**src/rtl/inst_fetch_pkg.sv**
```systemverilog
// Shared widths, reset constants and the fetch-buffer entry type
// for the OpenMIPS instruction-fetch front end.
package inst_fetch_pkg;

    localparam int INST_ADDR_W = 32;
    localparam int INST_W      = 32;

    localparam logic [INST_ADDR_W-1:0] ZERO_WORD     = '0;
    localparam logic [INST_ADDR_W-1:0] PC_RESET_ADDR = 32'h0000_0000;

    localparam logic RST_ENABLE   = 1'b1;
    localparam logic CHIP_ENABLE  = 1'b1;
    localparam logic CHIP_DISABLE = 1'b0;

    typedef struct packed {
        logic [INST_ADDR_W-1:0] pc;
        logic [INST_W-1:0]      inst;
    } fetch_entry_t;

    function automatic logic [INST_ADDR_W-1:0] align_word(
        input logic [INST_ADDR_W-1:0] addr
    );
        return addr & ~32'h0000_0003;
    endfunction

endpackage

```
**src/rtl/inst_fetch_buffer.sv**
```systemverilog
// Fetch buffer of {pc, inst}; two entries when IF_PREFETCH_EN is
// defined (registered room), otherwise one entry (room looks at pop).
import inst_fetch_pkg::*;

module if_buffer (
    input  logic         clk,
    input  logic         rst,
    input  logic         push,
    input  logic         pop,
    input  logic         clear,
    input  fetch_entry_t din,
    output logic         room,
    output fetch_entry_t head,
    output logic         valid
);

    logic [1:0]   count;
    fetch_entry_t slot0;

    assign head  = slot0;
    assign valid = (count != 2'd0);

`ifdef IF_PREFETCH_EN
    fetch_entry_t slot1;

    assign room = (count != 2'd2);

    // room is registered, so push&&pop only happens with one entry held
    always_ff @(posedge clk) begin
        if (rst == RST_ENABLE) begin
            count <= 2'd0;
            slot0 <= '0;
            slot1 <= '0;
        end else if (clear) begin
            count <= 2'd0;
        end else if (push && pop) begin
            slot0 <= din;
        end else if (push) begin
            if (count == 2'd0) begin
                slot0 <= din;
            end else begin
                slot1 <= din;
            end
            count <= count + 2'd1;
        end else if (pop) begin
            slot0 <= slot1;
            count <= count - 2'd1;
        end
    end
`else
    assign room = (count == 2'd0) || pop;

    always_ff @(posedge clk) begin
        if (rst == RST_ENABLE) begin
            count <= 2'd0;
            slot0 <= '0;
        end else if (clear) begin
            count <= 2'd0;
        end else if (push) begin
            slot0 <= din;
            count <= 2'd1;
        end else if (pop) begin
            count <= 2'd0;
        end
    end
`endif

endmodule

```
**src/rtl/inst_fetch.sv**
```systemverilog
// PC register, pending-branch register and redirect priority in front
// of the fetch buffer. Buffer depth selected by IF_PREFETCH_EN.
import inst_fetch_pkg::*;

module inst_fetch (
    input  logic                   clk,
    input  logic                   rst,
    input  logic                   stall_pc,
    input  logic                   flush,
    input  logic [INST_ADDR_W-1:0] new_pc,
    input  logic                   branch_flag_i,
    input  logic [INST_ADDR_W-1:0] branch_target_address_i,
    output logic [INST_ADDR_W-1:0] pc,
    output logic                   ce,
    input  logic [INST_W-1:0]      inst_i,
    output logic                   id_valid,
    input  logic                   id_ready,
    output logic [INST_ADDR_W-1:0] id_pc,
    output logic [INST_W-1:0]      id_inst
);

    logic                   pend;
    logic [INST_ADDR_W-1:0] pend_target;
    logic                   br_apply;
    logic [INST_ADDR_W-1:0] br_target;
    logic                   room;
    logic                   push;
    logic                   pop;
    logic                   clear;
    fetch_entry_t           din;
    fetch_entry_t           head;

    // a fresh branch overrides whatever was pending
    assign br_apply  = !stall_pc && (branch_flag_i || pend);
    assign br_target = branch_flag_i
                     ? align_word(branch_target_address_i)
                     : pend_target;

    assign clear = flush || br_apply;
    assign pop   = id_valid && id_ready;
    assign push  = ce && !stall_pc && !clear && room;
    assign din   = '{pc: pc, inst: inst_i};

    always_ff @(posedge clk) begin
        if (rst == RST_ENABLE) begin
            pc          <= PC_RESET_ADDR;
            ce          <= CHIP_DISABLE;
            pend        <= 1'b0;
            pend_target <= ZERO_WORD;
        end else begin
            ce <= CHIP_ENABLE;
            if (flush) begin
                pc   <= align_word(new_pc);
                pend <= 1'b0;
            end else if (br_apply) begin
                pc   <= br_target;
                pend <= 1'b0;
            end else begin
                if (branch_flag_i) begin
                    pend        <= 1'b1;
                    pend_target <= align_word(branch_target_address_i);
                end
                if (push) begin
                    pc <= pc + 32'd4;
                end
            end
        end
    end

    if_buffer u_buf (
        .clk   (clk),
        .rst   (rst),
        .push  (push),
        .pop   (pop),
        .clear (clear),
        .din   (din),
        .room  (room),
        .head  (head),
        .valid (id_valid)
    );

    assign id_pc   = head.pc;
    assign id_inst = head.inst;

endmodule
```
**config.mk**
```make
export PLATFORM = sky130hd
export DESIGN_NAME = inst_fetch
export DESIGN_NICKNAME = d
export VERILOG_FILES = /design/src/rtl/inst_fetch_pkg.sv /design/src/rtl/inst_fetch_buffer.sv /design/src/rtl/inst_fetch.sv
export SDC_FILE = /design/constraint.sdc
export NUM_CORES = 1
export LEC_CHECK = 0
export ABC_AREA = 1
export BUFFER_PORTS_ARGS = -buffer_cell sky130_fd_sc_hd__buf_2
export CELL_PAD_IN_SITES_DETAIL_PLACEMENT = 1
export CELL_PAD_IN_SITES_GLOBAL_PLACEMENT = 1
export CORE_MARGIN = 2
export CORE_UTILIZATION = 35
export CTS_CLUSTER_DIAMETER = 80
export DETAILED_ROUTE_END_ITERATION = 6
export MAX_ROUTING_LAYER = met4
export PLACE_DENSITY = 0.8
export REMOVE_ABC_BUFFERS = 1
export SYNTH_ARGS = -nofsm -noshare
export SYNTH_HDL_FRONTEND = slang
export SYNTH_SLANG_ARGS = --single-unit
```
**constraint.sdc**
```tcl
create_clock -name clk -period 1.8 [get_ports clk]
set_input_delay 0.09 -clock clk [delete_from_list [all_inputs] [get_ports clk]]
set_output_delay 0.09 -clock clk [all_outputs]
set_load 0.01 [all_outputs]
```
==> results.yml <==
outcome:
  status: "completed"
critical_path:
  cp_common_cell: "nand2_1"
  max_stage_delay_ns: 0.34
  crit_path_max_fanout: 5
  cp.arrival_ns: 1.95
  crit_family: "simple AND/OR/NAND/NOR gates"
  crit_slowest_cell: "dfxtp_1"
  critPathLaunchType: "register"
  crit_chain: "ha_2 -> nand2_1 -> nor2_4 -> inv_1 -> nor2_1 -> nand2_1 -> nand2_1 -> nand3_1 -> nand2_1 -> a21oi_1"
  critPathRequiredTime_ns: 2.10
  path_class: "reg -> reg"
  worst-path-buf-inv: 1
  critPathCaptureType: "register"
routing:
  dr.pass1.iters: 4
  vias: 7016
  drc: 0
  routed_via_density: 5.11
  drt_wl_total_um: 24500
  ant_nets: 0
  avgRoutedWirePerCell_um: 17.8
  drt_iter0_drc: 358
layout:
  area.sequential_um2: 2630
  n_antenna_cell: 0
  layout.nets: 1238
  fillers: 2195
  multi_input_area_um2: 3030
  synthToLayoutAreaGrowth_pct: 44.1
  drive_gt1_share_pct: 24.9
  utilization_pct: 51.1
clocking:
  clk_path_buf_depth: 2
  clk_latency_ns: 0.43
  cts.clk_slew.worst_paths_ns: 0.06
  cts_buffers: 17
  cts_sinks: 131
  h-tree-depth: 4
  cts_tree: "yes"
  root_buffer: "clkbuf_16"
global_routing:
  track_usage_pct: 27.4
  antenna_found_initial: 0
  grt_pass1_vias: 7380
  grt_overflow: 0
  grt_max_degree: 61
  grt_first_pass_wirelength_um: 38100
power_and_ir_drop:
  p_leak_nw: 4.07
  power_density_nw_per_um2: 914
  ir_drop_v: 0.000613
synth:
  synth.ff_latch_count: 131
  synthCells: 861
  yosys-top-cells-count: "145 x o21ai_0, 136 x nand2_1, 131 x dfxtp_1"
  ys_seq_area_share_pct: 43.2
  avgSynthCellArea_um2: 7.06
  synthDistinctLibCells: 29
  synth_top_area_share_pct: 43.2
  yosysMostFrequentCell: "o21ai_0"
  synth_enable_flop_cells: 0
  async_flop_share_pct: 0
  syn_area_um2: 6070
  yosys-top-cells-area: "dfxtp_1 43%, o21ai_0 12%, a21oi_1 10%, nand2_1 8.4%, nor2_1 7.9%"
  synth_flop_cell: "dfxtp_1"
  yosysWarnings: 0
  yosysTopAreaCell: "dfxtp_1"
job:
  cap_violations: 0
floorplan:
  fp-row-count: 48
  dieArea_um2: 18400
  coreArea_um2: 17100
  ios: 200
  dieWidth_um: 136
  initial_core_util_pct: 35.5
  fp.dieH_um: 136
timing:
  worst_pin_slew_ns: 0.602
  fin_skew_ns: 0.00988
  fin_setup_tns_ns: 0
  fmax_mhz: 605
  period_needed_ns: 1.65
  fin_hold_ws_ns: 0.00607
  slew_headroom_pct: 59.8
  timing_hold_violations_final: 0
  setup_viol: 0
  post-route-period-util_pct: 91.8
  slew_viol_final: 0
place:
  port_buffers: 195
  place_congestion: 0.853
  dp_hpwl_um: 16000
hold_path:
  min_path_type: "in -> reg"
==> state kept, by name, summed over array words and instances, names as in the netlist, named ones only <==
name and cells:
pc 30, u_buf.count 1, pend 1, ce 1, u_buf.head 64, pend_target 32
==> layout by cell type, fill, tap and decap left out <==
cell           count
a21oi_1          121
a31oi_1            3
and2_1             3
buf_12             2
buf_2            195
buf_4             37
bufinv_16          2
clkbuf_16         17
clkinv_2           3
clkinv_4           2
clkinvlp_4         5
dfxtp_1          129
dfxtp_2            2
dlygate4sd3_1     75
ha_2               1
inv_1             45
inv_2              5
inv_6              3
mux2i_1           26
nand2_1          135
nand2_2            2
nand3_1           45
nand3b_1           1
nor2_1           126
nor2_2             1
nor2_4             4
nor3_1             1
nor3_4             1
o21a_1             1
o21ai_0          145
o21ai_2            2
or2_2              2
xnor2_1            1
xor2_1             5
==> worst register-to-register path: stages (launching register included) <==
cell     delay (ns)
dfxtp_1        0.34
ha_2           0.21
nand2_1        0.11
nor2_4         0.19
inv_1          0.10
nor2_1         0.21
nand2_1        0.09
nand2_1        0.07
nand3_1        0.07
nand2_1        0.07
a21oi_1        0.06
==> per-stage QoR <==
stage	cell area, um^2	std cells	setup WS (ns)	total power [mW]
after floorplan	5820	807	-1.58	3.83
after global placement	7380	1265	0.114	4.39
after detailed placement	7380	1265	0.0646	4.43
after CTS	8720	1372	0.0568	8.03
after global routing	8750	1373	-0.00257	8.36
final	8750	1373	0.147	8.00
==> final cells by class <==
cell class | instances | area share (%)
Clock buffer | 17 | 4.86
Clock inverter | 15 | 1.79
Inverter | 50 | 2.14
Multi-Input combinational cell | 626 | 34.6
Sequential cell | 131 | 30.0
Tap cell | 225 | 3.22
Timing Repair Buffer | 309 | 23.4
==> routing by layer <==
layer / track usage (%) / wire (um)
met5: - / 0
met4: 8.28 / 469
met3: 5.57 / 1450
met2: 47.2 / 12000
met1: 32.1 / 10500
==> worst paths after layout <==
path,from,slack (ns),depth (start not counted),end
min reg2reg,pend_target[0]$_SDFFE_PP0N_,0.47,2,pend_target[0]$_SDFFE_PP0N_
max reg2reg,pc[3]$_SDFFE_PP0P_,0.15,10,pc[30]$_SDFFE_PP0P_
max,pc[3]$_SDFFE_PP0P_,0.15,10,pc[30]$_SDFFE_PP0P_
min,new_pc[3],0.006,5,pc[3]$_SDFFE_PP0P_
==> power by group <==
| part | internal [mW] | switching, mW | leakage [nW] |
|---|---|---|---|
| Combinational | 0.557 | 0.745 | 2.72 |
| Clock | 2.04 | 1.42 | 0.272 |
| Sequential | 3.09 | 0.145 | 1.08 |
| Total | 5.69 | 2.31 | 4.07 |
==> repair_timing <==
item / in CTS / in global routing
hold buffers: 75 / 0
hold endpoints to repair: 75 / 0
setup buffers: 0 / 1
resized for setup: 0 / 9
endpoints found under the setup margin: 0 / 14
==> cells by family (layout without fill, tap and decap cells) <==
group / after synthesis / count (layout) / synth area share [%]
xor+xnor: 6 / 6 / 0.865
mux: 26 / 26 / 4.28
buf+inv: 104 / 391 / 7.33
compound gates: 272 / 272 / 22.6
fa+ha+maj: 1 / 1 / 0.206
simple gates: 321 / 321 / 21.5
flops: 131 / 131 / 43.2
No activity file was read; power rests on OpenSTA's default activity.
